===== config.mk =====
export PLATFORM = sky130hd
export DESIGN_NAME = uart_tx_mmio
export DESIGN_NICKNAME = d
export VERILOG_FILES = /design/src/rtl/uart_tx_mmio_pkg.sv /design/src/rtl/uart_tx_mmio_fifo.sv /design/src/rtl/uart_tx_mmio.sv
export SDC_FILE = /design/constraint.sdc
export NUM_CORES = 1
export LEC_CHECK = 0
export ABC_AREA = 1
export CAP_MARGIN = 0
export CORE_UTILIZATION = 30
export DETAILED_ROUTE_END_ITERATION = 10
export GPL_ROUTABILITY_DRIVEN = 0
export GPL_TIMING_DRIVEN = 0
export PLACE_DENSITY_LB_ADDON = 0.2
export SLEW_MARGIN = 20
export SYNTH_ARGS = -nofsm -noshare
export SYNTH_HDL_FRONTEND = slang
export SYNTH_HIERARCHICAL = 1
export SYNTH_SLANG_ARGS = --single-unit

===== constraint.sdc =====
create_clock -name clk -period 4.36 [get_ports clk]
set_input_delay 0.872 -clock clk [delete_from_list [all_inputs] [get_ports clk]]
set_output_delay 0.872 -clock clk [all_outputs]
set_load 0.01 [all_outputs]

===== src/rtl/uart_tx_mmio_pkg.sv =====
// rtl/uart_tx_mmio_pkg.sv - register map, status bits and FSM encoding for uart_tx_mmio
package uart_tx_mmio_pkg;

  localparam logic [1:0] REG_TXDATA  = 2'd0;
  localparam logic [1:0] REG_STATUS  = 2'd1;
  localparam logic [1:0] REG_BAUDDIV = 2'd2;

  localparam int STAT_BUSY  = 0;
  localparam int STAT_FULL  = 1;
  localparam int STAT_EMPTY = 2;
  localparam int STAT_OVF   = 3;

  typedef enum logic [1:0] {
    ST_IDLE  = 2'd0,
    ST_START = 2'd1,
    ST_DATA  = 2'd2,
    ST_STOP  = 2'd3
  } tx_state_e;

endpackage


===== src/rtl/uart_tx_mmio_fifo.sv =====
// rtl/uart_tx_mmio_fifo.sv - sync_fifo: small synchronous FIFO with zero-latency head word
module sync_fifo #(
  parameter int WIDTH = 8,
  parameter int DEPTH = 4
) (
  input  logic             clk,
  input  logic             reset,
  input  logic             push,
  input  logic [WIDTH-1:0] push_data,
  input  logic             pop,
  output logic [WIDTH-1:0] head,
  output logic             full,
  output logic             empty
);

  localparam int AW = $clog2(DEPTH);
  localparam int CW = AW + 1;
  localparam logic [CW-1:0] FULL_CNT = CW'(DEPTH);

  logic [WIDTH-1:0] mem [DEPTH];
  logic [AW-1:0]    wr_ptr, rd_ptr;
  logic [CW-1:0]    count;
  logic             push_ok, pop_ok;

  // Pushes while full are dropped here, judged on the pre-edge count.
  assign full    = (count == FULL_CNT);
  assign empty   = (count == '0);
  assign push_ok = push & ~full;
  assign pop_ok  = pop & ~empty;
  assign head    = mem[rd_ptr];

  always_ff @(posedge clk) begin
    if (push_ok) mem[wr_ptr] <= push_data;
  end

  always_ff @(posedge clk) begin
    if (!reset) begin
      wr_ptr <= '0;
      rd_ptr <= '0;
      count  <= '0;
    end else begin
      if (push_ok) wr_ptr <= wr_ptr + AW'(1);
      if (pop_ok)  rd_ptr <= rd_ptr + AW'(1);
      case ({push_ok, pop_ok})
        2'b10:   count <= count + CW'(1);
        2'b01:   count <= count - CW'(1);
        default: count <= count;
      endcase
    end
  end

endmodule


===== src/rtl/uart_tx_mmio.sv =====
// rtl/uart_tx_mmio.sv - memory-mapped 8N1 UART transmitter on the core load/store port
module uart_tx_mmio
  import uart_tx_mmio_pkg::*;
#(
  parameter logic [31:0] BASE_ADDR   = 32'h1001_0100,
  parameter int          FIFO_DEPTH  = 4,
  parameter logic [15:0] DEFAULT_DIV = 16'd868
) (
  input  logic        clk,
  input  logic        reset,
  input  logic        Mem_Write_i,
  input  logic        Mem_Read_i,
  input  logic [31:0] Address_i,
  input  logic [31:0] Write_Data_i,
  output logic [31:0] Read_Data_o,
  output logic        Tx_o,
  output logic        Busy_o
);

  logic       sel, wr_tx, wr_div, rd_stat;
  logic [1:0] off;
  logic       overflow;
  logic [15:0] baud_div;

  logic       fifo_full, fifo_empty, pop;
  logic [7:0] fifo_head;

  tx_state_e  state, state_nxt;
  logic [7:0]  shift_reg;
  logic [15:0] bit_div, baud_cnt;
  logic [2:0]  bit_idx;
  logic        tx_reg, tx_d, bit_end;

  logic unused_ok;
  assign unused_ok = ^{Address_i[1:0], Write_Data_i[31:16]};

  assign sel     = (Address_i[31:4] == BASE_ADDR[31:4]);
  assign off     = Address_i[3:2];
  assign wr_tx   = Mem_Write_i & sel & (off == REG_TXDATA);
  assign wr_div  = Mem_Write_i & sel & (off == REG_BAUDDIV);
  assign rd_stat = Mem_Read_i  & sel & (off == REG_STATUS);

  sync_fifo #(.WIDTH(8), .DEPTH(FIFO_DEPTH)) u_fifo (
    .clk       (clk),
    .reset     (reset),
    .push      (wr_tx),
    .push_data (Write_Data_i[7:0]),
    .pop       (pop),
    .head      (fifo_head),
    .full      (fifo_full),
    .empty     (fifo_empty)
  );

  // A dropped byte and a clearing STATUS read on the same edge leave overflow set.
  always_ff @(posedge clk) begin
    if (!reset) begin
      overflow <= 1'b0;
      baud_div <= DEFAULT_DIV;
    end else begin
      if (wr_tx && fifo_full) overflow <= 1'b1;
      else if (rd_stat)       overflow <= 1'b0;
      if (wr_div) baud_div <= (Write_Data_i[15:0] == 16'd0) ? 16'd1 : Write_Data_i[15:0];
    end
  end

  always_comb begin
    Read_Data_o = 32'd0;
    if (sel) begin
      case (off)
        REG_STATUS: begin
          Read_Data_o[STAT_BUSY]  = (state != ST_IDLE);
          Read_Data_o[STAT_FULL]  = fifo_full;
          Read_Data_o[STAT_EMPTY] = fifo_empty;
          Read_Data_o[STAT_OVF]   = overflow;
        end
        REG_BAUDDIV: Read_Data_o = {16'd0, baud_div};
        default:     Read_Data_o = 32'd0;
      endcase
    end
  end

  assign bit_end = (baud_cnt == bit_div - 16'd1);

  always_ff @(posedge clk) begin
    if (!reset) begin
      state     <= ST_IDLE;
      tx_reg    <= 1'b1;
      shift_reg <= 8'd0;
      bit_div   <= DEFAULT_DIV;
      baud_cnt  <= 16'd0;
      bit_idx   <= 3'd0;
    end else begin
      state  <= state_nxt;
      tx_reg <= tx_d;
      if (pop) begin
        shift_reg <= fifo_head;
        bit_div   <= baud_div;
        baud_cnt  <= 16'd0;
        bit_idx   <= 3'd0;
      end else if (state != ST_IDLE) begin
        if (bit_end) begin
          baud_cnt <= 16'd0;
          if (state == ST_DATA) begin
            shift_reg <= shift_reg >> 1;
            bit_idx   <= bit_idx + 3'd1;
          end
        end else begin
          baud_cnt <= baud_cnt + 16'd1;
        end
      end
    end
  end

  always_comb begin
    state_nxt = state;
    case (state)
      ST_IDLE:  if (!fifo_empty) state_nxt = ST_START;
      ST_START: if (bit_end) state_nxt = ST_DATA;
      ST_DATA:  if (bit_end && bit_idx == 3'd7) state_nxt = ST_STOP;
      ST_STOP:  if (bit_end) state_nxt = fifo_empty ? ST_IDLE : ST_START;
      default:  state_nxt = ST_IDLE;
    endcase
  end

  // tx_d is the line level for the cycle after this edge, so it looks at the next state.
  always_comb begin
    pop  = 1'b0;
    tx_d = 1'b1;
    if (!fifo_empty && (state == ST_IDLE || (state == ST_STOP && bit_end))) pop = 1'b1;
    case (state_nxt)
      ST_START: tx_d = 1'b0;
      ST_DATA:  tx_d = (state == ST_DATA && bit_end) ? shift_reg[1] : shift_reg[0];
      default:  tx_d = 1'b1;
    endcase
  end

  assign Tx_o   = tx_reg;
  assign Busy_o = (state != ST_IDLE) || !fifo_empty;

endmodule

Yosys cells after proc, flatten, opt, wreduce, memory -nomap -nowiden
Memories as Yosys holds them, arrays and structs flattened. A register that Yosys moved wholly into a read port is not among the register bits.
Index checks and enable logic that the tools add are counted.
{"block": "word_totals", "word_cells": 88, "ram_bits": 32, "latchBits": 0, "regBits": 70, "memories": 1, "in_bits": 68, "output_inout_bits": 34, "mem_bits_ro": 0}
{"block": "op_classes", "n_shift": 0, "add_sub_neg": 7, "reduce_logical": 21, "n_bitwise": 10, "n_eq_ne": 13, "n_lt_le_gt_ge": 0, "mul": 0, "mux": 25, "div_mod_pow": 0}
{"name": "u_fifo.mem", "depth": 4, "word_bits": 8, "read_ports": 1, "rd_ports_with_merged_regs": 1, "write_ports": 1, "line": "uart_tx_mmio_fifo.sv:20", "source": "logic [WIDTH-1:0] mem [DEPTH];"}
{"op": "16-bit two-way mux", "n": 3}
{"op": "8-bit two-way mux", "n": 4}
{"op": "28-bit by 25-bit equality test with 1-bit output (second input constant)", "n": 1}
{"op": "16-bit by 1-bit adder with 16-bit output (second input constant)", "n": 1}
{"op": "16-bit equality test", "n": 1}
{"op": "16-bit zero test", "n": 1}
{"op": "16-bit by 1-bit subtractor with 16-bit output (second input constant)", "n": 1}
{"op": "12-bit two-way mux", "n": 1}
{"op": "2-bit two-way mux", "n": 6}
{"op": "2-bit nonzero test", "n": 6}
{"op": "2-bit equality test (second input constant)", "n": 5}
{"op": "2-bit by 1-bit equality test with 1-bit output (second input constant)", "n": 4}
{"op": "2-bit case mux with 4 select lines", "n": 1}
{"op": "4-bit case mux with 2 select lines", "n": 1}
{"op": "1-bit bitwise AND", "n": 7}
{"op": "1-bit two-way mux", "n": 7}
{"op": "3-bit by 1-bit adder with 3-bit output (second input constant)", "n": 2}
{"op": "3-bit equality test (second input constant)", "n": 2}
{"op": "3-bit case mux with 2 select lines", "n": 1}
{"op": "3-bit AND reduction", "n": 2}
{"op": "1-bit logical AND", "n": 5}
{"op": "2-bit by 1-bit adder with 2-bit output (second input constant)", "n": 2}
{"op": "2-bit zero test", "n": 2}
{"op": "3-bit zero test", "n": 1}
{"op": "6 further kinds", "n": 9}

Logic depth before layout (Yosys ltp)
Gate-level depths: netlist of run 1.
{"block": "depth", "word_depth": 9, "mapped_depth": 25, "ltp_nobuf": 24}

Hierarchy
The synthesis of run 1 kept the hierarchy.
{"module": "uart_tx_mmio", "cells_per_inst": 602, "area_each_um2": 3957.5, "n_inst": 1, "seq_area_each_um2": 1261.2}
{"module": "sync_fifo", "cells_per_inst": 146, "area_each_um2": 1691.6, "n_inst": 1, "seq_area_each_um2": 1141.1}

Worst setup path before layout of run 1
No wires, ideal clock.
{"block": "synth_path", "path_type": "input to register", "from": "input port Address_i[25]", "to": "register u_fifo.count[1]", "cell_stages": 9, "t_required_ns": 4.290, "setup_ns": 0.070, "t_arrival_ns": 3.145, "path_buffers": 0, "setup_slack_ns": 1.146, "cell_sequence": "or2_2 > nor4_1 > nand2_1 > nor3b_1 > nand2_4 > ha_1 > inv_1 > fa_1 > a21oi_1"}
{"block": "synth_via", "elab_chain_cells": 6, "elab_cells_between_ends": 8, "cone_classes": "eq/ne: 3; mux: 1; bitwise: 3; reduce/logical: 1"}
{"element": "from (decl)", "line": "uart_tx_mmio.sv:13", "source": "input logic [31:0] Address_i,"}
{"element": "28-bit by 25-bit equality test with 1-bit output *", "line": "uart_tx_mmio.sv:37", "source": "assign sel = (Address_i[31:4] == BASE_ADDR[31:4]);"}
{"element": "1-bit bitwise AND * (2 in a row)", "line": "uart_tx_mmio.sv:39", "source": "assign wr_tx = Mem_Write_i & sel & (off == REG_TXDATA);"}
{"element": "via wr_tx", "line": "uart_tx_mmio.sv:20", "source": "logic sel, wr_tx, wr_div, rd_stat;"}
{"element": "1-bit bitwise AND *", "line": "uart_tx_mmio_fifo.sv:28", "source": "assign push_ok = push & ~full;"}
{"element": "2-bit by 1-bit equality test with 1-bit output or 2-bit equality test (tied branches)", "line": "uart_tx_mmio_fifo.sv:44", "source": "case ({push_ok, pop_ok})"}
{"element": "3-bit case mux with 2 select lines or 2-bit nonzero test (tied branches)"}
{"element": "to (signal assigned)", "line": "uart_tx_mmio_fifo.sv:45", "source": "2'b10: count <= count + CW'(1);"}
{"element": "to (signal assigned)", "line": "uart_tx_mmio_fifo.sv:46", "source": "2'b01: count <= count - CW'(1);"}
{"element": "to (signal assigned)", "line": "uart_tx_mmio_fifo.sv:47", "source": "default: count <= count;"}
{"element": "to (decl)", "line": "uart_tx_mmio_fifo.sv:22", "source": "logic [CW-1:0] count;"}
Mark *: on every way through the listed nets, which the timed path passes. The rest lies on a longest branch.
A chain may end at the register's enable or synchronous reset.

Worst setup path after layout of run 1
{"block": "layout_path", "from": "input port Address_i[8]", "to": "output port Read_Data_o[8]"}
{"block": "layout_via", "elab_chain_cells": 2}
{"element": "28-bit by 25-bit equality test with 1-bit output", "line": "uart_tx_mmio.sv:37"}
{"element": "16-bit two-way mux", "line": "uart_tx_mmio.sv:68", "source": "if (sel) begin"}
{"element": "to (decl)", "line": "uart_tx_mmio.sv:15", "source": "output logic [31:0] Read_Data_o,"}
Every way passes these cells.

==> impl_metrics.yaml, run 1 <==
outcome:
  violations: "DRC"
  status: "finished with violations"
timing:
  max_slew.worst_pin.slew_ns: 0.852
  rsz0062_at_grt: "no"
  post-route-min-period_ns: 4.02
  setup_viol: 0
  finalCritPeriodShare: 0.921
  finalMaxSlewViolations: 0
  final-hold-violation-count: 0
  setup_tns_ns: 0
  fmax_mhz: 249
  fin_skew_ns: 0.0127
  relSlewSlack: 0.430
cells_and_area:
  drive_above_1_share: 0.0957
  regMostFlops: "u_fifo/mem"
  syn2layout_area_growth_pct: 23.4
  largest_register_ffs: 32
  fin_nets: 922
  diodes: 0
grt:
  grt_overflow_total: 0
  grt_usage: 0.152
  grt_pass1_wl_mm: 23.4
  grt_pass1_vias: 4702
  antenna_found_initial: 0
  grt_max_degree: 21
floorplanning:
  core_sq_um: 18200
  initial_core_util: 0.310
  ios: 102
  die-area_sq_um: 19400
  die_h_um: 139
  rows: 49
  die_x_um: 139
worst_setup_path:
  critPathCaptureType: "primary output"
  rr_endpoint: "u_fifo/count[2]"
  arrival_ns: 3.14
  critical_path_class: "in2out"
  cp_max_fo: 10
  r2r_setup_slack_ns: 1.02
  cp-start-kind: "input pin"
  required_ns: 3.49
  rr_startpoint: "bit_div[0]"
  r2r_cells: 24
drt:
  vias_per_cell: 4.55
  dr.pass1.iters: 10
  drtAntennaViolNets: 0
  drc: 2
  routed_wl_mm: 14.2
  wl_per_cell_um: 13.2
  drt_iter0_drc: 294
  dr_total_vias: 4895
synth:
  synth_simple_gate_area_frac: 0.314
  synth_xor_area_frac: 0.0310
  avgSynthCellArea_sq_um: 7.55
  synthAdderAreaFrac: 0.0301
  synth_seq_cells: 104
  synth_top_family_by_area: "simple AND/OR/NAND/NOR gates"
  yosys_warnings: 6
  synthMuxAreaShare: 0
  synth_compound_area_frac: 0.103
  yosysSeqAreaShare: 0.425
  syn_inst: 748
  syn_area_sq_um: 5650
  ys_types: 45
worst_hold_path:
  hold_end: "shift_reg[7]"
  min_from: "shift_reg[7]"
  hold_depth: 2
  hold_class: "reg2reg"
place:
  placement.io_buffers: 67
  dp_hpwl_mm: 11.0
cts:
  post_cts.repair.setup_buffers: 0
  htreeDepth: 3
  cts_root_buf: "clkbuf_16"
  cts_tree: "yes"
  clock_path_buffers: 2
  hold_buffers: 0
  cts_resized: 0
  insertion_delay_ns: 0.36
  clk_pin_slew_ns: 0.08
  cts_buffers: 9
  cts.sinks: 104
power:
  p_leak_nw: 2.82
  powerDensity_nw_per_um2: 274
  vdd_drop_max_uv: 184
  total_power_w: 0.00191
job:
  maxCapViolCount: 0
[metrics by stage]
stage	worst slack, ns	hold slack [ns]	std cells	util	instance area, sq um
after detailed placement	0.108	0.462	1059	0.366	6660
after global routing	0.119	0.497	1075	0.383	6970
final	0.343	0.472	1075	0.383	6970
after floorplan	1.15	0.439	763	-	5710
after global placement	0.109	0.454	1059	0.366	6660
after CTS	0.112	0.473	1075	0.382	6960
[critical path, cell delays in order]
cell,delay [ns]
clkdlybuf4s50_1,0.46
nand2_1,0.07
nor3_1,0.12
nand4_1,0.11
nor4_2,0.27
nand2_1,0.21
clkbuf_1,0.28
nor2_1,0.18
clkdlybuf4s50_1,0.56
[how the worst max path moves through the flow]
| stage | end | slack, ns | startpoint | cells past startpoint |
|---|---|---|---|---|
| 5_1_grt | Read_Data_o[8] | 0.12 | Address_i[16] | 9 |
| 3_3_place_gp | Read_Data_o[8] | 0.11 | Address_i[8] | 9 |
| 3_5_place_dp | u_fifo/mem[0][5] | 0.11 | Address_i[8] | 9 |
| 4_1_cts | Read_Data_o[8] | 0.11 | Address_i[8] | 9 |
| 6_report | Read_Data_o[8] | 0.34 | Address_i[8] | 9 |
| 2_1_floorplan | u_fifo/count[1] | 1.15 | Address_i[25] | 9 |
[cell type report]
type,instances,area [sq um]
fill,1876,11200
inverter,82,308
multi-input combinational,545,2780
sequential,104,2400
clock inverter,7,72.6
timing repair buffer,67,671
clock buffer,9,225
tap,229,287
buffer,32,233
[Yosys cell counts (all sizes together)]
cell | number | share of area
fa | 1 | 0.0035
and2 | 1 | 0.0011
o211ai | 8 | 0.011
nand3 | 52 | 0.048
inv | 79 | 0.052
a22oi | 6 | 0.0080
clkinv | 3 | 0.0020
nand4 | 6 | 0.0066
buf | 25 | 0.036
nor2 | 130 | 0.096
conb | 1 | 0.00066
nor3 | 9 | 0.0089
or4 | 2 | 0.0027
or2 | 3 | 0.0033
o22ai | 8 | 0.0089
edfxtp | 32 | 0.17
a21boi | 1 | 0.0033
o21ai | 38 | 0.036
dfxtp | 72 | 0.26
nand2 | 180 | 0.13
nand3b | 4 | 0.0053
ha | 12 | 0.027
xor2 | 11 | 0.017
a211oi | 1 | 0.0013
xnor2 | 9 | 0.014
nor4 | 6 | 0.0066
a31oi | 2 | 0.0022
clkbuf | 7 | 0.0049
nor3b | 5 | 0.0066
a21oi | 34 | 0.033
[power breakdown]
group              switching [W]  total, W  internal, W
Clock                   0.000405  0.000810     0.000405
Sequential     0.000000000000845  0.000995     0.000995
Combinational          0.0000495  0.000107    0.0000577
Total                   0.000455   0.00191      0.00146
[cell families (layout without fill, tap and decap cells)]
family	after synthesis	count (layout)
buf+inv	114	197
flops	104	104
compound gates	98	98
simple gates	398	398
other cells	1	16
xor+xnor	20	20
fa+ha+maj	13	13
[cell usage in the layout, fill, tap and decap left out, types with 6 or more instances in the layout]
cell,Yosys,routed
nand2_1,171,171
nor2_1,119,119
inv_1,74,74
dfxtp_1,72,72
clkdlybuf4s50_1,0,67
nand3_1,51,51
edfxtp_1,32,32
a21oi_1,31,31
o21ai_0,23,23
buf_4,17,17
conb_1,1,16
o21ai_1,12,12
ha_1,12,12
xor2_1,11,11
xnor2_1,9,9
clkbuf_16,0,9
nor3_1,8,8
o211ai_1,8,8
o22ai_1,8,8
clkbuf_1,6,6
nand4_1,6,6
a22oi_1,6,6
nor2_2,6,6
buf_6,6,6
[metal layers]
layer	global-route usage	vias to the layer above	routed length [um]
met5	0	-	0
met4	0.0368	0	183
met3	0.0399	13	649
met2	0.248	99	6370
met1	0.199	2196	6960
li1	-	2587	-
No activity file was read; power rests on OpenSTA's default activity.
==> run 2, diff against run 1 <==
- CTS_CLUSTER_DIAMETER: unset -> 30
==> results of run 2 <==
No change in the layout: final DEF, timing and power equal those of run 1.
==> run 3, diff against run 2 <==
- CORE_ASPECT_RATIO: unset -> 0.5
- CORE_UTILIZATION: 30 -> 40
==> run 3 against run 2 <==
Effect of this change:
- the run now ends clean
- via count grew 0.76%
- global-route usage grew 4.2 points
- non-clock buffer count is the same
==> impl_metrics.yaml, run 3 (synthesized netlist as in run 1, its figures left out) <==
grt:
  met2_usage: 0.314
  antenna_found_initial: 0
  grt_usage: 0.194
  grt_max_degree: 19
  grt_pass1_wl_mm: 22.1
  gr-usage-met3: 0.0411
  top_usage_layer: "met2"
  gr-usage-met1: 0.266
  grt_pass1_vias: 4372
  grt_overflow_total: 0
cells_and_area:
  regMostFlops: "u_fifo/mem"
  layout_common_cells: "nand2_1 (171), nor2_1 (119), inv_1 (74), dfxtp_1 (72), clkdlybuf4s50_1 (67)"
  fin_cells: 1038
  largest_register_ffs: 32
  final_common_cell: "nand2_1"
  syn2layout_area_growth_pct: 22.2
  diodes: 0
  fin_nets: 922
  drive_above_1_share: 0.0934
timing:
  finalCritPeriodShare: 0.954
  fmax_mhz: 240
  fin_skew_ns: 0.0113
  relSlewSlack: 0.501
  max_slew.worst_pin.slew_ns: 0.748
  setup_viol: 0
  fin_ws_ns: 0.201
  rsz0062_at_grt: "no"
  finalMaxSlewViolations: 0
  post-route-min-period_ns: 4.16
  final-hold-violation-count: 0
  setup_tns_ns: 0
drt:
  dr_total_vias: 4932
  wl_per_cell_um: 13.3
  routed_wl_mm: 13.8
  drtAntennaViolNets: 0
  dr.pass1.iters: 5
  vias_per_cell: 4.75
  drt_iter0_drc: 322
  drc: 0
cts:
  cts_root_buf: "clkbuf_16"
  cts_tree: "yes"
  clk_pin_slew_ns: 0.07
  htreeDepth: 3
  post_cts.repair.setup_buffers: 0
  cts.sinks: 104
  clock_path_buffers: 2
  cts_buffers: 9
  hold_buffers: 0
  insertion_delay_ns: 0.35
worst_hold_path:
  hold_depth: 2
  hold_class: "reg2reg"
place:
  dp.cells: 1022
  place_ws_ns: 0.191
  dp_hpwl_mm: 10.8
  placement.io_buffers: 67
worst_setup_path:
  required_ns: 3.49
  rr_endpoint: "u_fifo/count[2]"
  r2r_setup_slack_ns: 1.05
  rr_startpoint: "bit_div[0]"
  crit_buf_inv: 3
  r2r_cells: 24
  critPathCaptureType: "primary output"
  setup.worst_path.end: "Read_Data_o[9]"
  worstSetupPathDepth: 9
  path_cells: "clkdlybuf4s50_1, nand2_1, nor3_1, nand4_1, nor4_1, nand2_1, clkbuf_1, nor2_1, clkdlybuf4s50_1"
  arrival_ns: 3.29
  cp_max_fo: 10
  critical-path-max-stage-delay_ns: 0.54
  cpLargestDelayFamily: "buffers and inverters"
  cp-start-kind: "input pin"
  slowest_stage: "clkdlybuf4s50_1"
  startpoint: "Address_i[8]"
  critical_path_class: "in2out"
outcome:
  status: "finished clean"
floorplanning:
  die_h_um: 86.0
  die-area_sq_um: 14600
  core_sq_um: 13700
  die_x_um: 170
  initial_core_util: 0.413
  rows: 30
  ios: 102
power:
  vdd_drop_max_uv: 189
  p_leak_nw: 2.81
  total_power_w: 0.00188
  powerDensity_nw_per_um2: 272
job:
  maxCapViolCount: 0
run 3: per-stage QoR:
step                 util  instance area, sq um  hold WS (ns)
finish              0.505                  6900         0.468
global route        0.505                  6900         0.491
CTS                 0.505                  6900         0.470
detailed placement  0.484                  6620         0.460
global placement    0.484                  6620         0.451
floorplan               -                  5710         0.439
run 3: cell type report:
class                   instances  area (sq um)
fillers                      1340          6760
multi-input cells             545          2770
flip-flops and latches        104          2400
repair buffers                 67           671
inverters                      82           308
well taps                     192           240
plain buffers                  32           233
clock buffers                   9           225
clock inverters                 7          55.1
run 3: worst min-delay path, stage by stage (launching register included):
cell,delay [ns]
dfxtp_1,0.31
nand2_1,0.06
a21oi_1,0.05
run 3: power breakdown:
group / switching [W] / internal, W / total, W
clock: 0.000382 / 0.000393 / 0.000776
sequential: 0.000000000000842 / 0.000995 / 0.000995
combinational: 0.0000501 / 0.0000579 / 0.000108
run 3: worst min-delay path by stage:
stage	start	endpoint	slack, ns
after floorplan	shift_reg[7]	shift_reg[7]	0.44
after global placement	shift_reg[7]	shift_reg[7]	0.45
after detailed placement	shift_reg[7]	shift_reg[7]	0.46
after CTS	shift_reg[7]	shift_reg[7]	0.47
after global routing	bit_idx[1]	bit_idx[1]	0.49
final	bit_idx[2]	bit_idx[2]	0.47
run 3: per-layer routing:
metal | routed length, um | part of all wire | vias to the layer above
li1 | - | - | 2587
met1 | 6800 | 0.49 | 2239
met2 | 6200 | 0.45 | 93
met3 | 617 | 0.045 | 13
met4 | 135 | 0.0098 | 0
met5 | 0 | 0 | -
run 3: repair_timing:
| action | in CTS | in global routing |
|---|---|---|
| endpoints found under the hold margin | 0 | 0 |
| resized for setup | 0 | 1 |
| endpoints found under the setup margin | 0 | 2 |
